===== src/rtl/hamming_link_ctrl.sv =====
// hamming_link_ctrl
//
// Two-requester Hamming(7,4) link controller. Both requesters share one
// encode/check pipeline through a round-robin arbiter. Each word is handled
// in four steps:
//   IDLE (accept) -> ENC (encode, apply channel mask) -> CHK (syndrome, correct)
//   -> OUT (hold result until out_ready).
// The controller is single-error-correcting only. A double-bit error is
// miscorrected and is reported only through out_corrected.
//
// Codeword layout: cw[6:0] = {d3, d2, d1, p2, d0, p1, p0}
//   p0 = d0^d1^d3, p1 = d0^d2^d3, p2 = d1^d2^d3
//
// Configuration macro: HLC_ERR_INJECT_EN
//   defined   : the err_mask port exists and is XORed into the codeword in ENC.
//   undefined : there is no err_mask port and the channel is clean, so the
//               syndrome is always zero, out_corrected stays 0 and corr_cnt
//               stays 0.
//
// Ports
//   clk, reset               single clock; synchronous active-high reset
//   in0_valid/data/ready     requester 0 handshake, 4-bit data word
//   in1_valid/data/ready     requester 1 handshake, 4-bit data word
//   err_mask[6:0]            channel error-injection mask (HLC_ERR_INJECT_EN only)
//   out_valid/out_ready      result handshake
//   out_data[3:0]            corrected data bits {d3,d2,d1,d0}
//   out_code[6:0]            corrected codeword
//   out_parity[2:0]          corrected parity bits {p2,p1,p0}
//   out_src                  requester that owns the result
//   out_corrected            syndrome was nonzero
//   corr_cnt[CNT_W-1:0]      saturating count of corrected words

module hamming_link_ctrl #(
  parameter int unsigned CNT_W = 8
) (
  input  logic             clk,
  input  logic             reset,
  input  logic             in0_valid,
  input  logic [3:0]       in0_data,
  output logic             in0_ready,
  input  logic             in1_valid,
  input  logic [3:0]       in1_data,
  output logic             in1_ready,
`ifdef HLC_ERR_INJECT_EN
  input  logic [6:0]       err_mask,
`endif
  output logic             out_valid,
  input  logic             out_ready,
  output logic [3:0]       out_data,
  output logic [6:0]       out_code,
  output logic [2:0]       out_parity,
  output logic             out_src,
  output logic             out_corrected,
  output logic [CNT_W-1:0] corr_cnt
);

  typedef enum logic [1:0] {
    StIdle = 2'd0,
    StEnc  = 2'd1,
    StChk  = 2'd2,
    StOut  = 2'd3
  } state_e;

  localparam logic [CNT_W-1:0] CntMax = {CNT_W{1'b1}};
  localparam logic [CNT_W-1:0] CntOne = {{(CNT_W-1){1'b0}}, 1'b1};

  function automatic logic [6:0] hlc_encode(input logic [3:0] d);
    logic p0, p1, p2;
    p0 = d[0] ^ d[1] ^ d[3];
    p1 = d[0] ^ d[2] ^ d[3];
    p2 = d[1] ^ d[2] ^ d[3];
    return {d[3], d[2], d[1], p2, d[0], p1, p0};
  endfunction

  // Channel mask. It is tied to zero when error injection is not built in.
  logic [6:0] chan_mask;
`ifdef HLC_ERR_INJECT_EN
  assign chan_mask = err_mask;
`else
  assign chan_mask = 7'b0;
`endif

  state_e           state_q, state_d;
  logic             rr_last_q, rr_last_d;   // requester granted most recently
  logic [3:0]       data_q, data_d;
  logic             src_q, src_d;
  logic [6:0]       code_q, code_d;
  logic [3:0]       out_data_q, out_data_d;
  logic [6:0]       out_code_q, out_code_d;
  logic [2:0]       out_parity_q, out_parity_d;
  logic             out_src_q, out_src_d;
  logic             out_corrected_q, out_corrected_d;
  logic [CNT_W-1:0] corr_cnt_q, corr_cnt_d;

  // Arbitration. When both requesters are valid, the one not granted last
  // wins. Ready depends on valid, so at most one ready is ever high.
  logic grant_idx;
  logic accept;

  always_comb begin
    grant_idx = 1'b0;
    if (in0_valid && in1_valid) begin
      grant_idx = ~rr_last_q;
    end else begin
      grant_idx = in1_valid;
    end
  end

  // Ready is gated with reset so that no handshake is offered in a reset cycle.
  assign in0_ready = (state_q == StIdle) && !reset && in0_valid && (grant_idx == 1'b0);
  assign in1_ready = (state_q == StIdle) && !reset && in1_valid && (grant_idx == 1'b1);
  assign accept    = in0_ready || in1_ready;

  // Syndrome and single-bit correction of the registered codeword.
  logic [2:0] syn;
  logic [6:0] flip;
  logic [6:0] fixed_code;

  always_comb begin
    syn[0] = code_q[0] ^ code_q[2] ^ code_q[4] ^ code_q[6];
    syn[1] = code_q[1] ^ code_q[2] ^ code_q[5] ^ code_q[6];
    syn[2] = code_q[3] ^ code_q[4] ^ code_q[5] ^ code_q[6];
    flip   = 7'b0;
    if (syn != 3'd0) begin
      // The syndrome gives the 1-based position of the bit in error.
      flip[syn - 3'd1] = 1'b1;
    end
    fixed_code = code_q ^ flip;
  end

  // Next-state logic
  always_comb begin
    state_d         = state_q;
    rr_last_d       = rr_last_q;
    data_d          = data_q;
    src_d           = src_q;
    code_d          = code_q;
    out_data_d      = out_data_q;
    out_code_d      = out_code_q;
    out_parity_d    = out_parity_q;
    out_src_d       = out_src_q;
    out_corrected_d = out_corrected_q;
    corr_cnt_d      = corr_cnt_q;

    unique case (state_q)
      StIdle: begin
        if (accept) begin
          data_d    = in1_ready ? in1_data : in0_data;
          src_d     = in1_ready;
          rr_last_d = in1_ready;
          state_d   = StEnc;
        end
      end
      StEnc: begin
        code_d  = hlc_encode(data_q) ^ chan_mask;
        state_d = StChk;
      end
      StChk: begin
        out_code_d      = fixed_code;
        out_data_d      = {fixed_code[6], fixed_code[5], fixed_code[4], fixed_code[2]};
        out_parity_d    = {fixed_code[3], fixed_code[1], fixed_code[0]};
        out_src_d       = src_q;
        out_corrected_d = (syn != 3'd0);
        // The counter is updated on entry to OUT, so it already holds the new
        // value in the cycle where out_valid rises.
        if ((syn != 3'd0) && (corr_cnt_q != CntMax)) begin
          corr_cnt_d = corr_cnt_q + CntOne;
        end
        state_d = StOut;
      end
      StOut: begin
        if (out_ready) begin
          state_d = StIdle;
        end
      end
      default: begin
        state_d = StIdle;
      end
    endcase
  end

  // State registers, synchronous reset
  always_ff @(posedge clk) begin
    if (reset) begin
      state_q         <= StIdle;
      rr_last_q       <= 1'b1;  // requester 0 wins the first contested grant
      data_q          <= 4'b0;
      src_q           <= 1'b0;
      code_q          <= 7'b0;
      out_data_q      <= 4'b0;
      out_code_q      <= 7'b0;
      out_parity_q    <= 3'b0;
      out_src_q       <= 1'b0;
      out_corrected_q <= 1'b0;
      corr_cnt_q      <= '0;
    end else begin
      state_q         <= state_d;
      rr_last_q       <= rr_last_d;
      data_q          <= data_d;
      src_q           <= src_d;
      code_q          <= code_d;
      out_data_q      <= out_data_d;
      out_code_q      <= out_code_d;
      out_parity_q    <= out_parity_d;
      out_src_q       <= out_src_d;
      out_corrected_q <= out_corrected_d;
      corr_cnt_q      <= corr_cnt_d;
    end
  end

  assign out_valid     = (state_q == StOut);
  assign out_data      = out_data_q;
  assign out_code      = out_code_q;
  assign out_parity    = out_parity_q;
  assign out_src       = out_src_q;
  assign out_corrected = out_corrected_q;
  assign corr_cnt      = corr_cnt_q;

endmodule


===== config.mk =====
export PLATFORM = sky130hd
export DESIGN_NAME = hamming_link_ctrl
export DESIGN_NICKNAME = d
export VERILOG_FILES = /design/src/rtl/hamming_link_ctrl.sv
export SDC_FILE = /design/constraint.sdc
export NUM_CORES = 1
export LEC_CHECK = 0
export ABC_CLOCK_PERIOD_IN_PS = 2500
export BUFFER_PORTS_ARGS = -buffer_cell sky130_fd_sc_hd__buf_4
export CAP_MARGIN = 25
export CORE_MARGIN = 2
export CORE_UTILIZATION = 35
export CTS_CLUSTER_DIAMETER = 80
export DETAILED_ROUTE_END_ITERATION = 7
export PLACE_DENSITY = 0.6
export SYNTH_ARGS = -nofsm -noshare
export SYNTH_HDL_FRONTEND = slang
export SYNTH_SLANG_ARGS = --single-unit

===== constraint.sdc =====
create_clock -name clk -period 2.5 [get_ports clk]
set_input_delay 0.25 -clock clk [delete_from_list [all_inputs] [get_ports clk]]
set_output_delay 0.25 -clock clk [all_outputs]
set_load 0.1 [all_outputs]

* Word level (Yosys, flattened, before mapping)
Index checks and enable logic that the tools add are counted.
Storage, ports and cells: register bits after elaboration 39, input bits 13, logic and storage cells 62
Cells by class: $lt $le $gt $ge 2, muxes and demuxes 8, bitwise gates (word level) 18, reductions and logical operators 15, equality and inequality tests 6, add/subtract/negate cells 2
Operators by type and width (count):
- $xor 1x1->1 | 15
- $add 8x1->8 const B | 1
- $logic_and 1x1->1 | 8
- $ne 8x8->1 const B | 1
- $pmux 2 s4 | 1
- $mux 7 | 1
- $xor 7x7->7 | 1
- $reduce_and 2->1 | 3
- $eq 2x2->1 const B | 2
- $lt 3x4->1 const B | 1
- $mux 2 | 2
- $mux 4 | 1
- $demux 1 s3 | 1
- $ge 3x1->1 const B | 1
- $reduce_bool 3->1 | 1
- $sub 3x1->3 const B | 1
- $eq 2x1->1 const B | 1
- $logic_not 2->1 | 1
- $mux 1 | 2
- $ne 2x1->1 const B | 1
- $ne 2x2->1 const B | 1
- $not 1->1 | 2
- $logic_not 1->1 | 1
- $logic_or 1x1->1 | 1

* Depth between registers and ports, before layout
depth after elaboration 10, mapped depth 10, mapped depth without buffers 8

* Worst setup path before layout
Ideal clock, no wire load.
path type register to register, start reg code_q[4], end reg out_data_q[0], in the netlist out_data[0], arrival time 2.232 ns, cell stages (with the launch flop) 11, clock period less this slack 2.323 ns, path buffers 2, data required time 2.409 ns, path slack 0.177 ns, path through dfxtp_1 > buf_6 > xnor2_1 > nand3_1 > nand2_1 > ha_1 > nand2b_1 > buf_1 > nor2_1 > a221o_1 > a311oi_1
On the way: cells in the longest elaborated chain, start to end 10, elaborated cells between the ends (all ways) 14, those cells by class 1 x add/sub; 2 x order compare; 3 x mux; 6 x bitwise; 2 x reduce/logical
Ends and longest elaborated chain:
- start, declared | RTL line 87 | logic [6:0] code_q, code_d;
- start signal, assigned | RTL line 201 | code_q <= code_d;
- $xor 1x1->1 (3 in a row) | RTL line 122 | syn[2] = code_q[3] ^ code_q[4] ^ code_q[5] ^ code_q[6];
- $sub 3x1->3 | RTL line 126 | flip[syn - 3'd1] = 1'b1;
- $lt 3x4->1 (implied by the code) / $ge 3x1->1 (equally long branches) | RTL line 126
- $logic_and 1x1->1 (implied by the code) | RTL line 126
- $mux 1 (implied by the code) | RTL line 126
- $demux 1 s3 | RTL line 126
- $mux 7 (*) | RTL line 124 | if (syn != 3'd0) begin
- $xor 7x7->7 (*) | RTL line 128 | fixed_code = code_q ^ flip;
- end signal, assigned | RTL line 202 | out_data_q <= out_data_d;
- end, declared | RTL line 88 | logic [3:0] out_data_q, out_data_d;
Mark *: on every way between the ends. The rest lies on a longest branch, timed or not. A chain may end at the register's enable or synchronous reset.

* Final worst setup path
start reg code_q[6], end reg out_code_q[0], in the netlist out_code[0]
On the way: cells in the longest elaborated chain, start to end 8, elaborated cells between the ends (all ways) 12, those cells by class 1 x add/sub; 2 x order compare; 3 x mux; 4 x bitwise; 2 x reduce/logical
Ends and longest elaborated chain:
- $xor 1x1->1, on equally long branches | RTL line 120, 121, 122
- $sub 3x1->3 | RTL line 126
- $lt 3x4->1 (implied by the code) / $ge 3x1->1 (equally long branches) | RTL line 126
- $logic_and 1x1->1 (implied by the code) | RTL line 126
- $mux 1 (implied by the code) | RTL line 126
- $demux 1 s3 | RTL line 126
- $mux 7 (*) | RTL line 124
- $xor 7x7->7 (*) | RTL line 128
- end signal, assigned | RTL line 203 | out_code_q <= out_code_d;
- end, declared | RTL line 89 | logic [6:0] out_code_q, out_code_d;
Marks and branches as above.

==> qor.yml <==
status: "complete, no violations"
post-route-period-util: 0.893
slowest_delay_ps: 420
finalInstanceArea_um2: 2280
start_util: 0.364
die_x_um: 77.1
ctsHtreeMaxLevel: 2
root_buffer: "clkbuf_8"
area_growth_pct: 22.2
num_vias: 1656
skew_ps: 9.24
grt_pass1_vias: 1576
crit_family: "compound AO/OA/AOI/OAI gates"
slowest_stage: "dfxtp_1"
crit_chain: "xnor2_2, nand3_1, nand2_1, ha_1, nand2b_1, nor2_1, a221o_1, a311oi_1"
grt_max_degree: 36
end_kind: "flip-flop"
drv_cap: 0
cts_made_buffers: 5
rows: 26
wl_per_cell_um: 12.5
synth_most_common_cell: "nor2_1"
syn_area_per_cell_um2: 8.65
arrival_ps: 2430
tightestPinTransition_ps: 383
yosysWarnings: 0
core_area_um2: 5140
drv_slew: 0
nFillCells: 527
grt_use_total: 0.143
drt_iter0_drc: 136
cts_buffer_depth: 2
cts.sinks: 32
layout-drive-gt1-share: 0.246
ioPinCount: 40
max_freq_ghz: 0.448
setup_tns_ps: 0
path_clk_slew_ps: 70
path_buf_inv: 0
seq_area_frac_synth: 0.343
rsz0062_at_grt: "no"
portBuffers: 39
grt_remaining_overflow: 0
synth-edff-count: 0
hold_viol: 0
grt_pass1_wl_um: 6920
ys_ff_latch: 32
netlist.top_cell.by_area: "dfxtp_1"
max_slew_margin: 0.742
nets: 271
cp.required_ps: 2690
dp_hpwl_um: 2930
yosys-top-cells-area: "dfxtp_1 34%, nor2_1 8.6%, mux2i_1 5.9%"
synth_nets: 236
cp-start-kind: "flip-flop"
clk_latency_ps: 290
path_class: "reg2reg"
die_y_um: 77.1
synth-async-reset-ratio: 0
antenna_found_initial: 0
synthCells: 216
synth_cell_types: 40
cp_max_fo: 8
gp_congestion: 0.894
dpl-instance-area_um2: 2190
vias_per_cell: 5.14
setup_violations: 0
drt_first_pass_iters: 6
syn_area_um2: 1870
n_antenna_cell: 0
hold_class: "in2reg"
drc: 0
final_antenna_net_count: 0
cts_tree: "yes"
synth-main-ff-cell: "dfxtp_1"
die_area_um2: 5940
netlist.area_leader.share: 0.343
yosys-top-cells-count: "43 x nor2_1, 32 x dfxtp_1, 11 x mux2i_1, 11 x xnor2_1"
wl_um: 4030
min_period_ps: 2230
==> placed cells by master (no fill, tap or decap), types with 8 or more instances in the layout <==
cell type | synthesis | layout
a211o_1 | 8 | 8
buf_4 | 8 | 46
inv_1 | 8 | 8
mux2i_1 | 11 | 11
xnor2_1 | 11 | 11
nor2_1 | 43 | 43
nand2_1 | 10 | 10
nand3_1 | 10 | 10
dfxtp_1 | 32 | 30
==> worst paths after layout <==
kind	startpoint	end	slack, ps	depth (start not counted)
max	code_q[6]	out_code[0]	270	8
min	in0_data[3]	data_q[3]	250	3
max reg2reg	code_q[6]	out_code[0]	270	8
min reg2reg	src_q	src_q	490	2
==> through the flow <==
| stage | hold WS, ps | setup slack, ps | instances | utilization |
|---|---|---|---|---|
| 5_1_grt | 260 | 24.9 | 322 | 0.444 |
| 2_1_floorplan | 425 | 177 | 216 | - |
| 6_report | 254 | 267 | 322 | 0.444 |
| 4_1_cts | 239 | 174 | 322 | 0.444 |
| 3_3_place_gp | 477 | 286 | 314 | 0.426 |
| 3_5_place_dp | 480 | 206 | 314 | 0.426 |
==> metal layers <==
metal,vias to the layer above,part of all wire,global-route usage
met5,-,0,0
met4,0,0.028,0.0804
met3,13,0.068,0.0447
met2,70,0.44,0.232
met1,735,0.46,0.167
li1,838,-,-
==> layout make-up <==
type,count,area [µm²],share of cell area
multi-input combinational,158,1090,0.475
sequential,32,643,0.281
timing repair buffer,46,345,0.151
tap,70,87.6,0.0383
clock buffer,5,68.8,0.0301
inverter,8,30.0,0.0131
clock inverter,3,23.8,0.0104
==> registers in the layout, summed over array words and instances (netlist names) <==
signal	count
out_code	3
src_q	1
code_q	7
out_src	1
rr_last_q	1
out_data	4
state_q	2
corr_cnt	8
data_q	4
out_corrected	1
==> logic make-up after synthesis <==
group / after synthesis / synth area share
buf+inv: 26 / 0.0763
flops: 32 / 0.343
simple gates: 86 / 0.217
xor+xnor: 18 / 0.106
mux: 11 / 0.0589
fa+ha+maj: 7 / 0.0469
compound gates: 36 / 0.152
==> worst reg2reg max path: stages (launching register included) <==
cell and delay [ps]:
dfxtp_1 420, xnor2_2 360, nand3_1 150, nand2_1 90
ha_1 260, nand2b_1 180, nor2_1 80, a221o_1 340
a311oi_1 260
==> what timing repair did <==
item | in CTS | in global routing
endpoints found under the setup margin | 0 | 4
endpoints found under the hold margin | 0 | 0
hold buffers | 0 | 0
resized for setup | 0 | 2
setup buffers | 0 | 0
Power is not shown: default switching activity piles up to over one toggle a cycle in this logic, so the estimate is an artifact.
